$ cat src/rtl/fifosync_param.sv
// fifosync_param: single-clock FIFO with registered count, level flags and error pulses; FWFT read port when FIFO_FWFT_EN is defined.
module fifosync_param #(
  parameter int WIDTH     = 8,
  parameter int DEPTH     = 16,
  parameter int PTR_WIDTH = 4,
  parameter int AF_LEVEL  = 12,
  parameter int AE_LEVEL  = 4
) (
  input  logic                 clk_i,
  input  logic                 rst_i,
  input  logic                 wr_en_i,
  input  logic [WIDTH-1:0]     wdata_i,
  input  logic                 rd_en_i,
  output logic [WIDTH-1:0]     rdata_o,
  output logic                 rvalid_o,
  output logic                 full_o,
  output logic                 empty_o,
  output logic                 almost_full_o,
  output logic                 almost_empty_o,
  output logic [PTR_WIDTH:0]   count_o,
  output logic                 wr_error_o,
  output logic                 rd_error_o
);
  localparam logic [PTR_WIDTH:0]   FULL_C = (PTR_WIDTH+1)'(DEPTH);
  localparam logic [PTR_WIDTH:0]   AF_C   = (PTR_WIDTH+1)'(AF_LEVEL);
  localparam logic [PTR_WIDTH:0]   AE_C   = (PTR_WIDTH+1)'(AE_LEVEL);
  localparam logic [PTR_WIDTH:0]   ONE_C  = (PTR_WIDTH+1)'(1);
  localparam logic [PTR_WIDTH-1:0] PONE_C = PTR_WIDTH'(1);
  logic [WIDTH-1:0]     mem [DEPTH];
  logic [PTR_WIDTH-1:0] wr_ptr, rd_ptr;
  logic [PTR_WIDTH:0]   count_d;
  logic                 rd_ok, wr_ok;
  // A full FIFO still accepts a write when a pop frees the slot in the same cycle.
  always_comb begin
    rd_ok   = rd_en_i && (count_o != '0);
    wr_ok   = wr_en_i && ((count_o != FULL_C) || rd_ok);
    count_d = (wr_ok && !rd_ok) ? count_o + ONE_C :
              (rd_ok && !wr_ok) ? count_o - ONE_C : count_o;
  end
  assign full_o         = count_o == FULL_C;
  assign empty_o        = count_o == '0;
  assign almost_full_o  = count_o >= AF_C;
  assign almost_empty_o = count_o <= AE_C;
  always_ff @(posedge clk_i)
    if (wr_ok) mem[wr_ptr] <= wdata_i;
  always_ff @(posedge clk_i or posedge rst_i)
    if (rst_i) begin
      wr_ptr     <= '0;
      rd_ptr     <= '0;
      count_o    <= '0;
      wr_error_o <= 1'b0;
      rd_error_o <= 1'b0;
    end else begin
      wr_ptr     <= wr_ok ? wr_ptr + PONE_C : wr_ptr;
      rd_ptr     <= rd_ok ? rd_ptr + PONE_C : rd_ptr;
      count_o    <= count_d;
      wr_error_o <= wr_en_i && !wr_ok;
      rd_error_o <= rd_en_i && !rd_ok;
    end
`ifdef FIFO_FWFT_EN
  assign rdata_o  = mem[rd_ptr];
  assign rvalid_o = !empty_o;
`else
  always_ff @(posedge clk_i or posedge rst_i)
    if (rst_i) begin
      rdata_o  <= '0;
      rvalid_o <= 1'b0;
    end else begin
      rdata_o  <= rd_ok ? mem[rd_ptr] : rdata_o;
      rvalid_o <= rd_ok;
    end
`endif
endmodule

$ cat config.mk
export PLATFORM = sky130hd
export DESIGN_NAME = fifosync_param
export DESIGN_NICKNAME = d
export VERILOG_FILES = /design/src/rtl/fifosync_param.sv
export SDC_FILE = /design/constraint.sdc
export NUM_CORES = 1
export LEC_CHECK = 0
export CORE_MARGIN = 2
export CORE_UTILIZATION = 35
export CTS_CLUSTER_SIZE = 28
export DETAILED_ROUTE_END_ITERATION = 8
export PLACE_DENSITY = 0.6
export SYNTH_ARGS = -nofsm -noshare
export SYNTH_HDL_FRONTEND = slang
export SYNTH_SLANG_ARGS = --single-unit
$ cat constraint.sdc
create_clock -name clk_i -period 2.3 [get_ports clk_i]
set_input_delay 0.23 -clock clk_i [delete_from_list [all_inputs] [get_ports clk_i]]
set_output_delay 0.23 -clock clk_i [all_outputs]
set_load 0.02 [all_outputs]
==> results of run 1 <==
[what timing repair did]
| action | in CTS | in global routing |
|---|---|---|
| endpoints found under the setup margin | 0 | 3 |
| hold buffers | 0 | 0 |
| gates resized for setup | 0 | 4 |
[sequential cells by signal, summed over array words and instances (netlist names)]
register	cells
count_o	5
mem	128
rd_error_o	1
rd_ptr	4
rdata_o	8
rvalid_o	1
wr_error_o	1
wr_ptr	4
[placed cells by master (no fill, tap or decap), types with 3 or more instances in the layout]
cell | Yosys | layout
edfxtp_1 | 128 | 128
mux4_2 | 32 | 32
clkdlybuf4s50_1 | 0 | 30
buf_4 | 5 | 28
dfrtp_1 | 24 | 20
nand2_1 | 19 | 19
mux2i_1 | 17 | 17
clkbuf_16 | 0 | 17
nor2_1 | 15 | 15
xnor2_1 | 8 | 8
inv_1 | 8 | 7
o221ai_1 | 7 | 7
ha_1 | 9 | 7
nor3_1 | 5 | 5
clkinv_2 | 0 | 4
inv_6 | 0 | 4
clkinvlp_4 | 0 | 4
dfrtp_2 | 0 | 4
a21o_1 | 3 | 3
[cell type report]
class / instances / area [sq um]
clock buffer: 17 / 425
timing repair buffer: 61 / 563
clock inverter: 15 / 101
tap: 225 / 282
inverter: 9 / 38.8
multi-input combinational: 140 / 1560
sequential: 152 / 4450
fill: 1534 / 9760
[metal layers]
layer  vias to the layer above  part of all wire (%)  global-route usage (%)  routed length, microns
met5                         -                     0                       0                       0
met4                         0                  0.61                    4.05                      70
met3                         7                   6.3                    4.36                     733
met2                        86                    52                    23.3                    5990
met1                      1553                    41                    17.0                    4770
li1                       1376                     -                       -                       -
[cells by family after synthesis]
kind of cell	after synthesis
buffers and inverters	25
and+or+nand+nor	52
muxes	49
adders and majority gates	10
DFF	152
xor gates and xnor gates	10
AOI/OAI and AO/OA	19
[power groups by stage]
stage                     Sequential [mW]  Combinational [mW]  Clock [mW]
final                                3.69                2.98        2.45
after global routing                 3.73                3.27        2.62
after CTS                            3.68                3.05        2.50
after detailed placement             3.73                3.04           0
after global placement               3.70                2.99           0
after floorplan                      3.79                1.96           0
[worst register-to-register path, cell delays in order, from the launching register on]
cell	delay [ps]
dfrtp_2	420
nor4_4	280
nand2_1	100
o21a_1	240
ha_4	190
inv_4	70
ha_1	220
a21o_1	200
a21oi_2	160
xor2_1	170
o21ai_1	70
[worst paths after layout]
kind | slack [ps] | cells after the start | startpoint | endpoint
max | 50 | 10 | count_o[3]$_DFFE_PP0P_ | count_o[3]$_DFFE_PP0P_
min | 170 | 3 | rst_i | rd_ptr[0]$_DFFE_PP0P_
max reg2reg | 50 | 10 | count_o[3]$_DFFE_PP0P_ | count_o[3]$_DFFE_PP0P_
min reg2reg | 510 | 2 | rdata_o[5]$_DFFE_PP0P_ | rdata_o[5]$_DFFE_PP0P_
max in group asynchronous | 1860 | 3 | rst_i | count_o[3]$_DFFE_PP0P_
min in group clk_i | 430 | 2 | wr_en_i | wr_error_o$_DFF_PP0_
==> out/results.ini, run 1 <==
[clock_tree]
cts_buffer_depth = 2
cts_tree = done
clk_pin_slew_worst_paths_ps = 60
h-tree-depth = 4
clock_sinks = 152
cts_made_buffers = 17
root_buffer = clkbuf_16
clk_latency_ps = 420
post-cts-setup-buffers = 0

[outcome]
status = finished, final reports clean

[timing]
fin_crit_ps = 2250
whs_ps = 166
layout_setup_ws_ps = 53.5
rsz0062_at_grt = true
setup_viol = 0
drv_slew = 0
finalHoldViolations = 0
fmax_mhz = 445
fin_crit_sh_pct = 97.7
worst_pin_slew_ps = 572
setup_tns_ps = 0
fin_skew_ps = 7.93
slew_headroom_pct = 61.8

[logic_synthesis]
synth_xor_area_share_pct = 1.44
synth_compound_area_share_pct = 2.42
syn_area_sq_um = 6100
synth.mux.area_fraction_pct = 14.6
synth.area.top_cells = edfxtp_1, mux4_2, dfrtp_1
async_flop_share_pct = 15.8
synth_top_area_share_pct = 63.0
synthCells = 317
synthSimpleGateAreaFrac_pct = 4.14
synth.largest_area_cell = edfxtp_1
ys_warn_count = 0
synth_nets = 339
synth_top_family_by_area = multiplexers
synth_edf_count = 128
synth_fa_ha_area_share_pct = 2.17
syn_avg_cell_area_sq_um = 19.2
synth_common_cells = edfxtp_1, mux4_2, dfrtp_1
ys.flop_type = edfxtp_1
ys_ff_latch = 152
yosysMostFrequentCell = edfxtp_1
synthDistinctLibCells = 35
yosysSeqAreaShare_pct = 72.9

[power]
switching_share_pct = 31.0
finalPower_mw = 9.11
switchingPower_mw = 2.83
p_clk_share_pct = 26.8
power_density_nw_per_um2 = 1230
peakVddDrop_uv = 586
pwr-share-comb_pct = 32.7
internal_power_mw = 6.28
p_leak_nw = 2.58
pwr-share-seq_pct = 40.5

[setup_path]
path_class = reg2reg
worstPathRequired_ps = 2600
critPathTopFamily = compound AO/OA/AOI/OAI gates
crit_path_max_incr_delay_ps = 420
slowest_stage = dfrtp_2
cp-start-kind = flip-flop
critPathBufInv = 1
cp_cell_sequence = nor4_4, nand2_1, o21a_1, ha_4, inv_4, ha_1, a21o_1, a21oi_2, xor2_1, o21ai_1
arrival_ps = 2540
crit_fanout = 4
cp-end-kind = flip-flop

[global_route]
grt_max_degree = 35
antenna_found_initial = 0
grt.total_usage_pct = 13.8
grt-ovfl-total = 0
grt_pass1_vias = 3226
grt_pass1_wl_microns = 18100

[cells_and_area]
finalNetCount = 403
layout-drive-gt1-share_pct = 27.9
synthToLayoutAreaGrowth_pct = 21.6
postLayoutCellArea_sq_um = 7420
stdcell_count = 619
diodes = 0
post-route-util_pct = 43.2

[detailed_routing]
drc_errors = 0
dr.pass1.iters = 4
vias = 3022
routed_via_density = 4.88
wl_per_cell_microns = 18.7
antenna_left = 0
routed_wl_microns = 11600
drtIter0Drc = 141

[hold_path]
hold_path_class = in2async

[floorplan]
die_area_sq_um = 18500
core_sq_um = 17200
die_w_microns = 136
start_util_pct = 35.5
die_h_microns = 136
num_io_pins = 32
num_rows = 48

[place]
gp_congestion = 0.756
pre_cts_ws_ps = 34.5
dpl_cell_area_sq_um = 6880
dp_cells = 587
hpwl_microns = 7580
portBuffers = 31

[job]
drv_cap = 0

Note: power is estimated with default switching activity, not from simulation.
==> run 2: changes to the inputs <==
--- a/config.mk
+++ b/config.mk
@@ -7,7 +7,6 @@
 export LEC_CHECK = 0
 export CORE_MARGIN = 2
 export CORE_UTILIZATION = 35
-export CTS_CLUSTER_SIZE = 28
 export DETAILED_ROUTE_END_ITERATION = 8
 export PLACE_DENSITY = 0.6
 export SYNTH_ARGS = -nofsm -noshare
==> results of run 2 <==
No change in the layout: final DEF, timing and power equal those of run 1.
